<file path="config.mk">
export PLATFORM = sky130hd
export DESIGN_NAME = rom_port_arbiter_flat
export DESIGN_NICKNAME = d
export VERILOG_FILES = /design/src/rtl/rom_arb_pkg.sv /design/src/rtl/rom_port_arbiter_if.sv /design/src/rtl/rom_arb_priority.sv /design/src/rtl/rom_port_arbiter.sv /design/src/flat_wrapper.sv
export SDC_FILE = /design/constraint.sdc
export NUM_CORES = 1
export LEC_CHECK = 0
export CAP_MARGIN = 10
export CORE_MARGIN = 4
export CORE_UTILIZATION = 31
export CTS_BUF_LIST = sky130_fd_sc_hd__clkbuf_8
export DETAILED_ROUTE_END_ITERATION = 10
export MAX_ROUTING_LAYER = met4
export PLACE_DENSITY = 0.81
export SLEW_MARGIN = 20
export SYNTH_ARGS = -nofsm -noshare
export SYNTH_HDL_FRONTEND = slang
export SYNTH_SLANG_ARGS = --single-unit
</file>
<file path="constraint.sdc">
create_clock -name CLK -period 1.27 [get_ports CLK]
set_input_delay 0.254 -clock CLK [delete_from_list [all_inputs] [get_ports CLK]]
set_output_delay 0.254 -clock CLK [all_outputs]
set_load 0.05 [all_outputs]
</file>
<file path="src/rtl/rom_arb_pkg.sv">
// Shared constants for the program-ROM port arbiter: owner encoding,
// default idle address and streak counter width.
package rom_arb_pkg;
  localparam logic [1:0] OWN_NONE = 2'd0;
  localparam logic [1:0] OWN_CPU  = 2'd1;
  localparam logic [1:0] OWN_AUX  = 2'd2;

  localparam logic [7:0] IDLE_ADDR_DEF = 8'hFF;
  localparam int         STREAK_W      = 4;
endpackage

</file>
<file path="src/rtl/rom_port_arbiter_if.sv">
// Bus bundle between the two ROM readers, the arbiter and the ROM itself.
interface rom_port_arbiter_if #(
  parameter int ADDR_W = 8,
  parameter int DATA_W = 8
);
  logic              CPU_REQ;
  logic [ADDR_W-1:0] CPU_ADDR;
  logic              CPU_GNT;
  logic              CPU_VALID;
  logic [DATA_W-1:0] CPU_DATA;
  logic              AUX_REQ;
  logic [ADDR_W-1:0] AUX_ADDR;
  logic              AUX_GNT;
  logic              AUX_VALID;
  logic [DATA_W-1:0] AUX_DATA;
  logic [ADDR_W-1:0] ROM_ADDR;
  logic [DATA_W-1:0] ROM_DATA;

  // Requesters and ROM side.
  modport master (
    output CPU_REQ, CPU_ADDR, AUX_REQ, AUX_ADDR, ROM_DATA,
    input  CPU_GNT, CPU_VALID, CPU_DATA, AUX_GNT, AUX_VALID, AUX_DATA, ROM_ADDR
  );

  // Arbiter side.
  modport slave (
    input  CPU_REQ, CPU_ADDR, AUX_REQ, AUX_ADDR, ROM_DATA,
    output CPU_GNT, CPU_VALID, CPU_DATA, AUX_GNT, AUX_VALID, AUX_DATA, ROM_ADDR
  );
endinterface

</file>
<file path="src/rtl/rom_arb_priority.sv">
// Grant logic: CPU wins ties until it has taken MAX_CPU_STREAK grants in a
// row while AUX waited, then AUX gets exactly one slot.
module rom_arb_priority
  import rom_arb_pkg::*;
#(
  parameter int MAX_CPU_STREAK = 4
) (
  input  logic clk,
  input  logic rstN,
  input  logic cpuReq,
  input  logic auxReq,
  output logic cpuGnt,
  output logic auxGnt
);
  localparam logic [STREAK_W-1:0] MAX_S = STREAK_W'(MAX_CPU_STREAK);

  logic [STREAK_W-1:0] streak;
  logic                cpuWins;

  always_comb begin
    cpuWins = !auxReq || (streak < MAX_S);
    // Grants are held off while reset is asserted.
    cpuGnt  = rstN && cpuReq && cpuWins;
    auxGnt  = rstN && auxReq && !(cpuReq && cpuWins);
  end

  always_ff @(posedge clk or negedge rstN) begin
    if (!rstN)                 streak <= '0;
    else if (!auxReq || auxGnt) streak <= '0;
    else if (cpuGnt && streak < MAX_S) streak <= streak + STREAK_W'(1);
  end
endmodule

</file>
<file path="src/rtl/rom_port_arbiter.sv">
// Shares one synchronous ROM between CPU and AUX readers; one read per cycle,
// data routed back to the owner of the read one cycle after its grant.
module rom_port_arbiter
  import rom_arb_pkg::*;
#(
  parameter int                ADDR_W         = 8,
  parameter int                DATA_W         = 8,
  parameter int                MAX_CPU_STREAK = 4,
  parameter logic [ADDR_W-1:0] IDLE_ADDR      = ADDR_W'(IDLE_ADDR_DEF)
) (
  input logic               CLK,
  input logic               RESET_N,
  rom_port_arbiter_if.slave bus
);
  logic       cpuGnt, auxGnt;
  logic [1:0] owner;

  rom_arb_priority #(.MAX_CPU_STREAK(MAX_CPU_STREAK)) uPrio (
    .clk    (CLK),
    .rstN   (RESET_N),
    .cpuReq (bus.CPU_REQ),
    .auxReq (bus.AUX_REQ),
    .cpuGnt (cpuGnt),
    .auxGnt (auxGnt)
  );

  assign bus.CPU_GNT  = cpuGnt;
  assign bus.AUX_GNT  = auxGnt;
  assign bus.ROM_ADDR = cpuGnt ? bus.CPU_ADDR :
                        auxGnt ? bus.AUX_ADDR : IDLE_ADDR;

  // Owner tracks who issued the read whose data the ROM returns next cycle.
  always_ff @(posedge CLK or negedge RESET_N) begin
    if (!RESET_N)    owner <= OWN_NONE;
    else if (cpuGnt) owner <= OWN_CPU;
    else if (auxGnt) owner <= OWN_AUX;
    else             owner <= OWN_NONE;
  end

  assign bus.CPU_VALID = (owner == OWN_CPU);
  assign bus.AUX_VALID = (owner == OWN_AUX);
  assign bus.CPU_DATA  = bus.CPU_VALID ? bus.ROM_DATA : '0;
  assign bus.AUX_DATA  = bus.AUX_VALID ? bus.ROM_DATA : '0;
endmodule

</file>
<file path="src/flat_wrapper.sv">
// flat-port wrapper written by rule: the top's interface ports become plain ports
module rom_port_arbiter_flat import rom_arb_pkg::*;
#(
  parameter int                ADDR_W         = 8,
  parameter int                DATA_W         = 8,
  parameter int                MAX_CPU_STREAK = 4,
  parameter logic [ADDR_W-1:0] IDLE_ADDR      = ADDR_W'(IDLE_ADDR_DEF)
)
  (CLK, RESET_N, bus_CPU_REQ, bus_CPU_ADDR, bus_AUX_REQ, bus_AUX_ADDR, bus_ROM_DATA, bus_CPU_GNT, bus_CPU_VALID, bus_CPU_DATA, bus_AUX_GNT, bus_AUX_VALID, bus_AUX_DATA, bus_ROM_ADDR);
  rom_port_arbiter_if #(.ADDR_W(ADDR_W), .DATA_W(DATA_W)) bus_i ();
  input logic CLK;
  input logic RESET_N;
  input wire logic [$bits(bus_i.CPU_REQ)-1:0] bus_CPU_REQ;
  input wire logic [$bits(bus_i.CPU_ADDR)-1:0] bus_CPU_ADDR;
  input wire logic [$bits(bus_i.AUX_REQ)-1:0] bus_AUX_REQ;
  input wire logic [$bits(bus_i.AUX_ADDR)-1:0] bus_AUX_ADDR;
  input wire logic [$bits(bus_i.ROM_DATA)-1:0] bus_ROM_DATA;
  output wire logic [$bits(bus_i.CPU_GNT)-1:0] bus_CPU_GNT;
  output wire logic [$bits(bus_i.CPU_VALID)-1:0] bus_CPU_VALID;
  output wire logic [$bits(bus_i.CPU_DATA)-1:0] bus_CPU_DATA;
  output wire logic [$bits(bus_i.AUX_GNT)-1:0] bus_AUX_GNT;
  output wire logic [$bits(bus_i.AUX_VALID)-1:0] bus_AUX_VALID;
  output wire logic [$bits(bus_i.AUX_DATA)-1:0] bus_AUX_DATA;
  output wire logic [$bits(bus_i.ROM_ADDR)-1:0] bus_ROM_ADDR;
  assign bus_i.CPU_REQ = bus_CPU_REQ;
  assign bus_i.CPU_ADDR = bus_CPU_ADDR;
  assign bus_i.AUX_REQ = bus_AUX_REQ;
  assign bus_i.AUX_ADDR = bus_AUX_ADDR;
  assign bus_i.ROM_DATA = bus_ROM_DATA;
  assign bus_CPU_GNT = bus_i.CPU_GNT;
  assign bus_CPU_VALID = bus_i.CPU_VALID;
  assign bus_CPU_DATA = bus_i.CPU_DATA;
  assign bus_AUX_GNT = bus_i.AUX_GNT;
  assign bus_AUX_VALID = bus_i.AUX_VALID;
  assign bus_AUX_DATA = bus_i.AUX_DATA;
  assign bus_ROM_ADDR = bus_i.ROM_ADDR;
  rom_port_arbiter #(.ADDR_W(ADDR_W), .DATA_W(DATA_W), .MAX_CPU_STREAK(MAX_CPU_STREAK), .IDLE_ADDR(IDLE_ADDR)) u_core (.CLK(CLK), .RESET_N(RESET_N), .bus(bus_i));
endmodule
</file>
==> results.ini, run 1 <==
[run_status]
status=did not finish
lastStage=clock tree synthesis (4_1_cts)
tool.error=[ERROR DPL-0038] Utilization greater than 100%, impossible to legalize

[clocking]
numCtsBuffers=3
root_buffer=clkbuf_8
postCtsHoldBufs=0
post_cts_buffers=4
cts_resized=23
cts_sinks=6
htreeDepth=1
cts_max_path_buffers=2

[yosys]
synth_seq_cells=6
syn_area_sq_um=617
yosysUniqueCellTypes=18
yosysWarningCount=0
syn_area_per_cell_sq_um=8.81
ys_seq_area_frac=0.243
syn_inst=70
synth_fp_nets=99

[placement]
pre_cts_ws_ns=-0.463
io_buffers=55
post-dp-hpwl_um=2130
gp_congestion=0.700

[floorplanning]
die_width_um=52.6
num_rows=15
initial_core_util=0.342
die_h_um=52.6
ios=56

-- stage by stage --
step           instances  hold slack (ns)  instance area [sq um]
2_1_floorplan         70          -0.0416                    721
3_3_place_gp         153            0.481                   1610
3_5_place_dp         153            0.524                   1610
-- Yosys cell counts --
cell type  number  share of area
clkbuf_1        3          0.018
nand2_1         1         0.0061
buf_6           1          0.018
a32o_1          2          0.032
buf_2           2          0.016
nand3b_1       16           0.19
and2_1         18           0.18
nor2b_1         4          0.041
dfrtp_1         6           0.24
nor3b_4         1          0.030
buf_4           2          0.024
nor2_1          1         0.0061
o22a_1          8           0.11
and3b_1         1          0.014
and2b_1         1          0.012
ha_1            1          0.020
o21a_1          1          0.012
a22o_1          1          0.014
-- kinds of logic after synthesis --
group / count (synthesis) / share of synthesized area
simple gates: 43 / 0.487
compound gates: 12 / 0.172
buf+inv: 8 / 0.0771
flops: 6 / 0.243
fa+ha+maj: 1 / 0.0203
==> run 2: changes to the inputs <==
CORE_AREA = 4 4 65 67   (was unset)
CORE_MARGIN = unset   (was 4)
CORE_UTILIZATION = unset   (was 31)
CTS_BUF_LIST = unset   (was sky130_fd_sc_hd__clkbuf_8)
DIE_AREA = 0 0 69 71   (was unset)
MAX_ROUTING_LAYER = unset   (was met4)
PLACE_DENSITY = unset   (was 0.81)
PLACE_DENSITY_LB_ADDON = 0.15   (was unset)
==> run 2 against run 1 <==
  * Synthesized cell count is the same
  * Area after synthesis unchanged
  * The flow now finishes, with violations (setup timing)
==> results.ini, run 2 <==
[run_status]
status=finished with violations
violations=setup timing

[flow_run]
max-cap-violations=0

[global_route]
overflow=0
grt_use_total=0.109
grt_pass1_vias=934
antenna_found_initial=0
grt_first_pass_wirelength_um=4400
grt_start_max_net_pins=13

[yosys]
yosysTopAreaCell=dfrtp_1
synth_commonest_cells=and2_1 (18), nand3b_1 (16), o22a_1 (8)
syn_area_per_cell_sq_um=8.81  ; unchanged
async_flop_share=1.00  ; unchanged
yosysUniqueCellTypes=18  ; unchanged
synth_seq_cells=6  ; unchanged
syn_area_sq_um=617  ; unchanged
synth_adder_area_share=0.0203  ; unchanged
synth-simple-area-share=0.487  ; unchanged
synth_xor_area_frac=0  ; unchanged
synth_top_family_by_area=simple AND/OR/NAND/NOR gates
synthMostInstantiatedCell=and2_1
muxShareOfSynthArea=0  ; unchanged
yosysWarningCount=0  ; unchanged
ys.flop_type=dfrtp_1
synth_fp_nets=99  ; unchanged
ys_seq_area_frac=0.243  ; unchanged
synth_top_area_frac=0.243  ; unchanged
synth_area_leaders=dfrtp_1 (24%), nand3b_1 (19%), and2_1 (18%), o22a_1 (11%), nor2b_1 (4.1%)
synth_compound_area_frac=0.172  ; unchanged
synth_enable_flop_cells=0  ; unchanged
syn_inst=70  ; unchanged

[clocking]
cts_sinks=6  ; unchanged
htreeDepth=1  ; unchanged
cts_max_path_buffers=2  ; unchanged
numCtsBuffers=3  ; unchanged
root_buffer=clkbuf_8
clk_latency_ns=0.22
cts_tree=done
clkSlewWorstSetupHoldPaths_ns=0.04
postCtsHoldBufs=0  ; unchanged

[timing]
tightest_slew_ns=0.190
rsz0062_at_grt=true
slew_viol_final=0
setup_violations=29
fin_ws_ns=-0.340
max_freq_mhz=621
slew_headroom=0.873
period_needed_ns=1.61
fin_crit_sh=1.27
skew_ns=0.00225
whs_ns=0.291
finalHoldViolCount=0
finalSetupTns_ns=-6.08

[placement]
io_buffers=55  ; unchanged
gp_congestion=0.659  ; -5.8%
post-dp-hpwl_um=1990  ; -6.6%
placed_cell_area_sq_um=1650  ; +2.6%
dp_cells=176  ; +15%

[pwr]
swShare=0.316
p_comb_frac=0.546
ir_drop_mv=0.333
powerDensity_nw_per_um2=578
clkPwrFrac=0.265
seqPwrFrac=0.189
power.leakage_nw=0.775
p_int_w=0.000740
p_switching_w=0.000342

[detailed_routing]
vias=804
drc=0
post_drt_wl_per_cell_um=13.3
drt-total-wl_um=2480
initialDrtViolationCount=1
first_pass_iters=3
vias_per_cell=4.30
ant_nets=0

[setup_path]
regToRegStartpoint=u_core.uPrio.streak[3]
r2r_slack_ns=-0.03
cp-end-kind=output pin
startpoint=u_core.uPrio.streak[2]
crit_path_start_kind=flip-flop
cp-endpoint=bus_ROM_ADDR[3]
arrival_ns=1.36
path_class=reg2out
cp_max_fo=5
reg2reg_to=u_core.owner[1]
r2r_cells=5
cp_data_required_time_ns=1.02

[final_layout]
fin_util=0.515
design_area_sq_um=1870
n_antenna_cell=0
regMostFlops=u_core.uPrio.streak
syn_to_final_growth_pct=203
mostFrequentLayoutCell=buf_12
fillers=358
layout_common_cells=buf_12 (30), clkdlybuf4s50_1 (24), nand3b_1 (16), and2_4 (16)
reg_top3=u_core.uPrio.streak: 4 flops, u_core.owner: 2 flops
drive_above_1_share=0.590
fin_cells=187
nNetsFinal=170
largest_reg_flops=4

[floorplanning]
core_area_sq_um=3630
ios=56  ; unchanged
initial_core_util=0.170  ; -0.173
num_rows=22  ; +7
die_h_um=71  ; +35%
die_width_um=69  ; +31%
fp.dieArea_sq_um=4900

[hold_path]
hold_class=in2async

[run 2: per-stage QoR]
stage | setup WS (ns) | power [W]
6_report | -0.340 | 0.00108
5_1_grt | -0.380 | 0.00114
4_1_cts | -0.330 | 0.00110
3_5_place_dp | -0.474 | 0.000751
3_3_place_gp | -0.445 | 0.000746
2_1_floorplan | -0.104 | 0.000459
[run 2: power by group through the flow]
| stage | sequential [W] | clock, W | combinational [W] |
|---|---|---|---|
| final | 0.000204 | 0.000287 | 0.000591 |
| after global routing | 0.000205 | 0.000314 | 0.000621 |
| after CTS | 0.000204 | 0.000295 | 0.000596 |
| after detailed placement | 0.000203 | 0 | 0.000548 |
| after global placement | 0.000203 | 0 | 0.000543 |
| after floorplan | 0.000202 | 0 | 0.000256 |
[run 2: cells by family after synthesis]
kind of cell / Yosys count
and+or+nand+nor: 43
adders and majority gates: 1
AOI/OAI and AO/OA: 12
buffers and inverters: 8
DFF: 6
[run 2: how the worst min path moves through the flow]
stage                           start                endpoint  cells past startpoint  slack (ns)
5_1_grt                       RESET_N  u_core.uPrio.streak[1]                      2        0.31
3_5_place_dp   u_core.uPrio.streak[1]  u_core.uPrio.streak[1]                      1        0.50
4_1_cts                       RESET_N  u_core.uPrio.streak[3]                      2        0.30
2_1_floorplan                 RESET_N         u_core.owner[0]                      0       -0.04
3_3_place_gp   u_core.uPrio.streak[1]  u_core.uPrio.streak[1]                      1        0.48
6_report                      RESET_N  u_core.uPrio.streak[1]                      2        0.29
[run 2: per-layer routing]
layer,vias to the layer above,track usage,wire length (um)
met5,-,0,0
met4,0,0.0325,17
met3,3,0.0455,207
met2,48,0.198,1270
met1,366,0.116,980
li1,387,-,-
[run 2: critical path, cell delays in order (launching register included)]
cell and delay [ns]:
dfrtp_1 0.41, o21a_1 0.24, buf_6 0.14, o22a_4 0.19, buf_12 0.15
[run 2: final cells by class]
| cell class | count | area, sq um | area share |
|---|---|---|---|
| Clock buffer | 3 | 41.3 | 0.0221 |
| Tap cell | 48 | 60.1 | 0.0321 |
| Multi-Input combinational cell | 57 | 576 | 0.307 |
| Timing Repair Buffer | 73 | 1040 | 0.557 |
| Sequential cell | 6 | 153 | 0.0816 |
[run 2: what timing repair did]
| item | 4_1_cts | 5_1_grt |
|---|---|---|
| endpoints found under the hold margin | 0 | 0 |
| endpoints found under the setup margin | 31 | 33 |
| setup buffers | 6 | 0 |
| pin swaps | 11 | 11 |
| resized for setup | 23 | 2 |
| gates cloned | 2 | 0 |
No activity file was read; power rests on OpenSTA's default activity.
==> run 3: changes to the inputs <==
TNS_END_PERCENT = 5   (was unset)
==> run 3 against run 2 <==
  * The flow still finishes with violations (setup timing)
  * Hold slack got worse by 0.0064 ns
  * Count of clock-buffer cells in the layout is the same
  * Die area unchanged
  * Maximum frequency is 0.25% higher
  * Routed wire length down 6.4%
  * Global-route usage decreased by 1.1 points
  * Setup slack better by 0.0041 ns
  * Non-clock buffer count fell by 3
  * Clock skew down 0.0019 ns
  * Sequential share of layout area rose by 0.21 points
  * Final cell count decreased by 2.1%
  * Clock power is essentially flat
==> results.ini, run 3 (synthesized netlist as in run 2, its figures left out) <==
[setup_path]
cp_max_fo=3  ; -2
arrival_ns=1.35  ; about the same
path_class=reg2out
r2r_cells=5  ; unchanged
crit_path_start_kind=flip-flop
cp_data_required_time_ns=1.02  ; about the same
cp-end-kind=output pin

[timing]
setup_violations=29  ; unchanged
slew_headroom=0.826  ; -0.0471
skew_ns=0.000338  ; -0.00191 ns
finalSetupTns_ns=-6.44  ; -0.366 ns
tightest_slew_ns=0.260  ; +0.0702 ns
fin_ws_ns=-0.336  ; +0.00407 ns
rsz0062_at_grt=true
max_freq_mhz=623  ; +0.25%
finalHoldViolCount=0  ; unchanged
period_needed_ns=1.61  ; -0.00407 ns
slew_viol_final=0  ; unchanged
fin_crit_sh=1.26  ; -0.00321

[final_layout]
mostFrequentLayoutCell=buf_12
regMostFlops=u_core.uPrio.streak
reg_top3=u_core.uPrio.streak: 4 flops, u_core.owner: 2 flops
nNetsFinal=166  ; -2.4%
fillers=345  ; -3.6%
layout_common_cells=buf_12 (30), clkdlybuf4s50_1 (24), nand3b_1 (16), and2_2 (16)
syn_to_final_growth_pct=191
fin_cells=183  ; -2.1%
design_area_sq_um=1800  ; -4.1%
n_antenna_cell=0  ; unchanged
drive_above_1_share=0.556  ; -0.0344
largest_reg_flops=4  ; unchanged

[clocking]
clk_latency_ns=0.22  ; about the same
root_buffer=clkbuf_8
postCtsHoldBufs=0  ; unchanged
htreeDepth=1  ; unchanged
numCtsBuffers=3  ; unchanged
cts_max_path_buffers=2  ; unchanged
cts_tree=done
clkSlewWorstSetupHoldPaths_ns=0.04  ; about the same
cts_sinks=6  ; unchanged

[floorplanning]
fp.dieArea_sq_um=4900  ; unchanged
ios=56  ; unchanged
die_width_um=69  ; unchanged
num_rows=22  ; unchanged
die_h_um=71  ; unchanged
initial_core_util=0.170  ; unchanged
core_area_sq_um=3630  ; unchanged

[global_route]
grt_start_max_net_pins=13  ; unchanged
grt_pass1_vias=835  ; -11%
grt_use_total=0.0985  ; -0.0109
grt_first_pass_wirelength_um=4080  ; -7.1%
overflow=0  ; unchanged
antenna_found_initial=0  ; unchanged

[detailed_routing]
drt-total-wl_um=2320  ; -6.4%
dr_wl_met2_um=1170  ; -8.0%
dr_wl_met3_um=178  ; -14%
highest_layer=met4
first_pass_iters=3  ; unchanged
drc=0  ; unchanged
post_drt_wl_per_cell_um=12.7  ; -4.4%
ant_nets=0  ; unchanged
vias=770  ; -4.2%
vias_per_cell=4.21  ; -2.1%
initialDrtViolationCount=14  ; +13
wl_met1_um=949  ; -3.2%

[placement]
placed_cell_area_sq_um=1640  ; -0.68%
post-dp-hpwl_um=1940  ; -2.2%
io_buffers=55  ; unchanged
dp_cells=177  ; +0.57%
pre_cts_ws_ns=-0.444  ; +0.0296 ns
gp_congestion=0.688  ; +4.4%

[run_status]
status=finished with violations
violations=setup timing

[pwr]
ir_drop_mv=0.427  ; +28%
powerDensity_nw_per_um2=587  ; +1.6%
power.leakage_nw=0.738  ; -4.7%

[flow_run]
max-cap-violations=0  ; unchanged

[hold_path]
hold_class=in2async

==> run 3: cell count changes in the layout (fill, tap and decap cells not counted) <==
cell	change
and2_2	+16
and2_4	-16
buf_6	-4
dfrtp_1	+2
dfrtp_2	-2
buf_4	+1
nor2b_1	+1
nor2b_2	-1
nor2b_4	-1
==> run 3: area by class of cell <==
type	instances	area, sq um	share of cell area
clock buffer	3	41.3	0.0230
timing repair buffer	70	1000	0.560
sequential	6	150	0.0836
multi-input combinational	56	539	0.300
tap	48	60.1	0.0334
==> run 3: stage by stage <==
stage | power (W) | hold WS (ns) | utilization
floorplan | 0.000447 | -0.0416 | -
finish | 0.00105 | 0.285 | 0.494
global placement | 0.000737 | 0.484 | 0.452
detailed placement | 0.000741 | 0.489 | 0.452
CTS | 0.00107 | 0.297 | 0.493
global route | 0.00110 | 0.296 | 0.494
==> run 3: worst max-delay path, stage by stage, from the launching register on <==
cell     delay (ns)
dfrtp_1        0.41
o21a_1         0.22
buf_4          0.16
o22a_4         0.19
buf_12         0.14
==> run 3: final timing paths <==
path,from,to,slack (ns)
hold reg to reg,u_core.uPrio.streak[1],u_core.uPrio.streak[1],0.49
setup reg to reg,u_core.uPrio.streak[3],u_core.owner[1],-0.03
max in group asynchronous,RESET_N,u_core.owner[1],0.75
min in group CLK,u_core.uPrio.streak[1],u_core.uPrio.streak[1],0.49
hold / removal,RESET_N,u_core.uPrio.streak[3],0.28
setup / recovery,u_core.uPrio.streak[2],bus_ROM_ADDR[1],-0.34
==> run 3: layer usage <==
metal  global-route usage  vias to the layer above
met3               0.0227                        2
met5                    0                        -
li1                     -                      379
met2                0.171                       46
met1                0.120                      343
met4               0.0325                        0
==> run 3: repair_timing <==
item	CTS	global route
setup buffers	2	0
gates cloned	1	0
pin swaps	8	3
resized for setup	15	1
setup endpoints to repair	31	32
==> run 3: power breakdown <==
| part | internal, W | switching, W |
|---|---|---|
| clock network | 0.000204 | 0.0000812 |
| logic | 0.000321 | 0.000247 |
| registers | 0.000198 | 0.00000494 |
